$ cat config.mk
export PLATFORM = sky130hd
export DESIGN_NAME = clk_div_bank
export DESIGN_NICKNAME = d
export VERILOG_FILES = /design/src/rtl/clk_div_bank.sv
export SDC_FILE = /design/constraint.sdc
export NUM_CORES = 1
export LEC_CHECK = 0
export ABC_AREA = 1
export ABC_CLOCK_PERIOD_IN_PS = 11300
export BUFFER_PORTS_ARGS = -buffer_cell sky130_fd_sc_hd__buf_4
export CAP_MARGIN = 15
export CORE_MARGIN = 2
export CORE_UTILIZATION = 56
export DETAILED_ROUTE_END_ITERATION = 10
export PLACE_DENSITY = 0.8
export SYNTH_ARGS = -nofsm -noshare
export SYNTH_HDL_FRONTEND = slang
export SYNTH_SLANG_ARGS = --single-unit
$ cat constraint.sdc
create_clock -name clk -period 11.3 [get_ports clk]
set_input_delay 3.39 -clock clk [delete_from_list [all_inputs] [get_ports clk]]
set_output_delay 3.39 -clock clk [all_outputs]
set_load 0.005 [all_outputs]
$ cat src/rtl/clk_div_bank.sv
// Bank of independent runtime-programmable clock dividers. Each channel produces a
// registered square wave plus a period-start tick intended for use as a clock enable.

module clk_div_chan #(
   parameter int DIV_WIDTH   = 16,
   parameter int DEFAULT_DIV = 2
) (
   input  logic                 clk,
   input  logic                 reset,
   input  logic                 en,
   input  logic                 sync,
   input  logic                 wr,
   input  logic [DIV_WIDTH-1:0] wr_div,
   output logic                 pending,
   output logic                 clk_out,
   output logic                 tick
);
   localparam logic [DIV_WIDTH-1:0] ONE  = DIV_WIDTH'(1);
   localparam logic [DIV_WIDTH-1:0] DDIV = DIV_WIDTH'(DEFAULT_DIV);

   logic [DIV_WIDTH-1:0] cnt_q, cnt_d, div_q, div_d, sh_q, sh_d, nxt;
   logic                 pend_q, pend_d, clko_q, clko_d, tick_q, tick_d;

   always_comb begin
      cnt_d  = cnt_q;
      div_d  = div_q;
      sh_d   = sh_q;
      pend_d = pend_q;
      clko_d = clko_q;
      tick_d = 1'b0;
      nxt    = (cnt_q == div_q - ONE) ? '0 : cnt_q + ONE;
      if (sync) begin
         cnt_d  = '0;
         clko_d = 1'b0;
         if (en) begin
            tick_d = 1'b1;
            if (pend_q) begin
               div_d  = sh_q;
               pend_d = 1'b0;
            end
         end
      end else if (en) begin
         cnt_d  = nxt;
         clko_d = (nxt >= (div_q >> 1));
         tick_d = (nxt == '0);
         if ((nxt == '0) && pend_q) begin
            div_d  = sh_q;
            pend_d = 1'b0;
         end
      end
      // A write lands after any wrap/sync apply so that the old shadow is consumed first.
      if (wr) begin
         if (en) begin
            sh_d   = wr_div;
            pend_d = 1'b1;
         end else begin
            div_d  = wr_div;
            cnt_d  = '0;
            clko_d = 1'b0;
            pend_d = 1'b0;
         end
      end
   end

   always_ff @(posedge clk or posedge reset) begin
      if (reset) begin
         cnt_q  <= '0;
         div_q  <= DDIV;
         sh_q   <= DDIV;
         pend_q <= 1'b0;
         clko_q <= 1'b0;
         tick_q <= 1'b0;
      end else begin
         cnt_q  <= cnt_d;
         div_q  <= div_d;
         sh_q   <= sh_d;
         pend_q <= pend_d;
         clko_q <= clko_d;
         tick_q <= tick_d;
      end
   end

   assign pending = pend_q;
   assign clk_out = clko_q;
   assign tick    = tick_q;
endmodule

module clk_div_bank #(
   parameter int CHANNELS    = 4,
   parameter int DIV_WIDTH   = 16,
   parameter int DEFAULT_DIV = 2,
   localparam int CH_W       = (CHANNELS > 1) ? $clog2(CHANNELS) : 1
) (
   input  logic                 clk,
   input  logic                 reset,
   input  logic [CHANNELS-1:0]  enable,
   input  logic                 sync,
   input  logic                 load,
   input  logic [CH_W-1:0]      load_ch,
   input  logic [DIV_WIDTH-1:0] load_div,
   output logic                 load_ack,
   output logic                 load_err,
   output logic [CHANNELS-1:0]  pending,
   output logic [CHANNELS-1:0]  clk_out,
   output logic [CHANNELS-1:0]  tick
);
   logic ok, ack_q, ack_d, err_q, err_d;
   logic [CHANNELS-1:0] wr;

   always_comb begin
      ok    = (load_div >= DIV_WIDTH'(2)) && (32'(load_ch) < CHANNELS);
      ack_d = load && ok;
      err_d = load && !ok;
   end

   always_ff @(posedge clk or posedge reset) begin
      if (reset) begin
         ack_q <= 1'b0;
         err_q <= 1'b0;
      end else begin
         ack_q <= ack_d;
         err_q <= err_d;
      end
   end

   assign load_ack = ack_q;
   assign load_err = err_q;

   for (genvar i = 0; i < CHANNELS; i++) begin : g_ch
      assign wr[i] = ack_d && (load_ch == CH_W'(i));
      clk_div_chan #(.DIV_WIDTH(DIV_WIDTH), .DEFAULT_DIV(DEFAULT_DIV)) u_ch (
         .clk    (clk),
         .reset  (reset),
         .en     (enable[i]),
         .sync   (sync),
         .wr     (wr[i]),
         .wr_div (load_div),
         .pending(pending[i]),
         .clk_out(clk_out[i]),
         .tick   (tick[i])
      );
   end
endmodule

=== Word level (Yosys, flattened, before mapping) ===
Index checks and enable logic that the tools add are counted.

* Output and inout port bits: 14
* Bits in registers: 206

* Reduce and logical (&&, ||, !) cells: 32
* Mux-type cells: 96
* Eq/ne operators: 7
* Magnitude comparators: 5
* Add/sub/neg operators: 8

{| class="wikitable"
|+ Operator list
! kind !! count
|-
| $mux 16 || 48
|-
| $add 16x1->16 const B || 4
|-
| $eq 16x16->1 || 4
|-
| $ge 16x15->1 || 4
|-
| $logic_not 16->1 || 4
|-
| $sub 16x1->16 const B || 4
|-
| $mux 1 || 48
|-
| $ge 16x2->1 const B || 1
|-
| $reduce_and 2->1 || 8
|-
| $reduce_bool 3->1 || 4
|-
| $logic_and 1x1->1 || 10
|-
| $reduce_bool 2->1 || 4
|-
| $eq 2x2->1 const B || 2
|-
| $eq 2x1->1 const B || 1
|-
| $logic_not 2->1 || 1
|-
| $logic_not 1->1 || 1
|}

=== Depth between registers and ports, before layout ===
* Word-level depth: 10
* Depth in mapped cells: 28
* Gate-level depth less buffers: 27

=== By module ===
A second synthesis with hierarchy kept.

* Cells, all modules: 2543
* Area total of the unflattened synthesis: 17506.8 um^2

{| class="wikitable"
|+ Modules (own cells, without submodules)
! module !! instances !! cells each !! sequential area each (um^2) !! area each (um^2)
|-
| clk_div_chan at g_ch[1].u_ch ... || 2 || 651 || 1278.7 || 4508.1
|-
| clk_div_chan at g_ch[0].u_ch || 1 || 602 || 1278.7 || 4201.5
|-
| clk_div_chan at g_ch[3].u_ch || 1 || 607 || 1278.7 || 4124.0
|-
| clk_div_bank || 1 || 32 || 50.0 || 165.2
|}

=== Worst setup path before layout ===
OpenSTA, ideal clock, no wires.

* Path kind: in2reg
* From: input load_div[14]
* To: register g_ch[0].u_ch.sh_q[10]
* Data arrival time: 5.066 ns
* Stages: 11
* Setup slack: 6.117 ns
* Data required time: 11.183 ns
* Path buffers: 2
* Path through: clkbuf_1 > nor4_1 > nand4_1 > nand2_1 > nor3_1 > inv_1 > nor2_1 > clkinv_1 > clkbuf_1 > nand2_1 > nand2_1

* Cells in the longest elaborated chain, start to end: 4

{| class="wikitable"
|+ RTL lines
! element !! RTL line !! source
|-
| start: declaration || 100 || <nowiki>input logic [DIV_WIDTH-1:0] load_div,</nowiki>
|-
| $ge 16x2->1 || 111 || <nowiki>ok = (load_div >= DIV_WIDTH'(2)) && (32'(load_ch) < CHANNELS);</nowiki>
|-
| $logic_and 1x1->1 || 112 || <nowiki>ack_d = load && ok;</nowiki>
|-
| $logic_and 1x1->1 || 130 || <nowiki>assign wr[i] = ack_d && (load_ch == CH_W'(i));</nowiki>
|-
| $reduce_and 2->1 (no line) || n/a ||
|-
| end signal: assignment || 69 || <nowiki>sh_q <= DDIV;</nowiki>
|-
| end signal: assignment || 76 || <nowiki>sh_q <= sh_d;</nowiki>
|-
| end: declaration || 21 || <nowiki>logic [DIV_WIDTH-1:0] cnt_q, cnt_d, div_q, div_d, sh_q, sh_d, nxt;</nowiki>
|}

No other way between the ends.
A chain may end at the register's enable or synchronous reset.

=== Final worst setup path ===
* From: input load_div[5]
* To: register g_ch[0].u_ch.sh_q[2]

The elaborated chain is that of the path after synthesis.

==> run metrics <==
DRT iter0 DRCs=1789; Hold WC Path Type=flop to flop; path depth of the worst reg2reg path=14; Die Wd=178 um; CTS tree=built; Die ar.=31600 um2; # DRC=0; VDD IR max=0.000125 V; first-pass GRT wire length=82100 um; Power Density=154 nW/um2; share of cells above drive strength 1=8.76%; Leak=9.43 nW; RR Endpoint=g_ch[0].u_ch.pending; register area share after synthesis=30.6%; total gr overflow=0; Synthesis Warnings=0; Routed WL per cell=16.9 um; Final period util=52.5%; commonest non-fill, non-tap cells in the layout=nand2_1 (664), inv_1 (328), nor2_1 (321); number of antenna violations at the first check in global routing=0; crit path kind=input port to flop; r2r setup slk=7410 ps; RSZ-0062 raised after global routing=false; Slew @ Worst Pin=1110 ps; Setup Skew=17.9 ps; Syn Nets=2683; Routed WL=50000 um; status=finished, final reports clean; WHS=466 ps; Die Ht=178 um; Syn-to-layout area delta=6.91%; Worst Setup End Kind=flop; n_diodes=0; post-layout util=60.8%; CTS Buffer Depth=3; routed vias=17087; CP Data Arrival Time=6350 ps; Yosys reg bits=206; IO buf count=39; post-route ant nets=0; top-level I/O count=40; # setup viols final=0; Hold Startpoint=g_ch[2].u_ch.sh_q[1]; Critical Path RT=11720 ps; fin area=18100 um2; Clock Latency Late Sink=540 ps; hold_buf cts=0; Max Freq=0.169 GHz; post_cts resized=0; most common cell after layout, fill and taps aside=nand2_1; # fillers=2736; total CTS buffers=25; Row Count=63; setup TNS=0 ps; H-tree depth=1; Setup crit start kind=input port; r2r startpoint=g_ch[0].u_ch.div_q[1]; gp weighted congestion=0.976; drt first pass iters=5; Max-cap violations=0; Clock Sinks=206; largest net degree at the start of global routing=130; Hold Fails Final Rpt=0; Final min period=5930 ps; CORE AREA=29700 um2; Clk Tree Root Cell=clkbuf_16; Mapped Area=16900 um2; Synth Instances=2593; GRT Util Overall=32.1%; CP max FO=17; hold worst-path end=g_ch[2].u_ch.sh_q[1]; Synth cell types=43; dpl cell area=17200 um2; mean post-synth cell area=6.52 um2; Slew Limit Fails=0; vias per inst=5.78; Layout Nets=2640; vias in the first global route=16234; Post-CTS Setup Bufs=0; Hold Crit Depth=2; Starting Density=56.9%; Max-slew headroom=25.6%; clock transition at the registers of the reported paths=60 ps; DP HPWL=36300 um
## critical path: stages
cell	delay [ps]
buf_4	200
nor3_1	80
nand4_1	110
nand2_1	140
nor3_1	400
inv_1	110
nor2_1	850
clkinv_1	780
nand2_1	220
nand2_1	80
## state kept, by name, summed over array words and instances (netlist names)
signal / count
g_ch.u_ch.pending: 4
g_ch.u_ch.sh_q: 64
load_err: 1
g_ch.u_ch.div_q: 64
g_ch.u_ch.cnt_q: 64
load_ack: 1
g_ch.u_ch.tick: 4
g_ch.u_ch.clk_out: 4
## cells in the mapped netlist (all sizes together)
| master | number | area (um2) |
|---|---|---|
| nor3 | 33 | 181 |
| dfstp | 8 | 210 |
| nor4 | 7 | 43.8 |
| o41ai | 1 | 8.76 |
| clkbuf | 66 | 259 |
| nand4 | 50 | 313 |
| a21boi | 1 | 7.51 |
| buf | 50 | 309 |
| xnor2 | 29 | 254 |
| a21oi | 132 | 754 |
| nand3b | 11 | 82.6 |
| nor2 | 353 | 1460 |
| xor2 | 67 | 587 |
| o211ai | 4 | 30.0 |
| or2 | 2 | 12.5 |
| nand2 | 690 | 2660 |
| dfrtp | 198 | 4950 |
| clkinv | 7 | 26.3 |
| nand3 | 180 | 1080 |
| nor3b | 1 | 7.51 |
| a211oi | 23 | 173 |
| o21ai | 261 | 1310 |
| ha | 64 | 801 |
| inv | 342 | 1280 |
| o21a | 1 | 7.51 |
| o31ai | 12 | 90.1 |
## layout make-up
type	count	area, um2	area share (%)
Clock inverter	13	205	1.14
Multi-Input combinational cell	1922	9870	54.6
Inverter	349	1320	7.29
Clock buffer	32	682	3.77
Tap cell	390	488	2.70
Timing Repair Buffer	46	345	1.91
Sequential cell	206	5160	28.6
## cell families after synthesis
| kind of cell | count (synthesis) | synth area share [%] |
|---|---|---|
| AND/OR/NAND/NOR | 1327 | 34.5 |
| adder cells (fa/ha/maj) | 64 | 4.74 |
| AO/OA/AOI/OAI | 435 | 14.1 |
| XOR/XNOR | 96 | 4.97 |
| flip-flops | 206 | 30.6 |
| buffers and inverters | 465 | 11.1 |
## per-stage QoR
step / total power [mW] / worst slack [ps] / instances
6_report: 2.77 / 5370 / 2958
5_1_grt: 2.95 / 5000 / 2958
4_1_cts: 2.77 / 5470 / 2958
3_5_place_dp: 1.88 / 4960 / 2913
3_3_place_gp: 1.85 / 5050 / 2913
2_1_floorplan: 1.65 / 2300 / 2593
## report_power, final
part	switching (mW)	internal, mW	leakage (nW)
Clock	0.347	0.541	0.426
Sequential	0.140	0.852	2.61
Combinational	0.582	0.313	6.40
Total	1.07	1.71	9.43
## how the worst max path moves through the flow
| stage | cells past startpoint | slack, ps | start | endpoint |
|---|---|---|---|---|
| after floorplan | 1 | 2300 | reset | g_ch[0].u_ch.clk_out |
| after CTS | 10 | 5470 | load_div[5] | g_ch[0].u_ch.sh_q[2] |
| after detailed placement | 10 | 4960 | load_div[5] | g_ch[0].u_ch.sh_q[10] |
| after global placement | 10 | 5050 | load_div[5] | g_ch[0].u_ch.sh_q[11] |
| final | 10 | 5370 | load_div[5] | g_ch[0].u_ch.sh_q[2] |
| after global routing | 10 | 5000 | load_div[5] | g_ch[0].u_ch.sh_q[12] |
## routing by layer
metal | up-vias | global-route usage [%] | part of all wire [%]
li1 | 8204 | - | -
met1 | 8009 | 43.7 | 43
met2 | 768 | 52.0 | 46
met3 | 106 | 5.89 | 8.5
met4 | 0 | 9.19 | 2.7
met5 | - | 0 | 0
No activity file was read; power rests on OpenSTA's default activity.
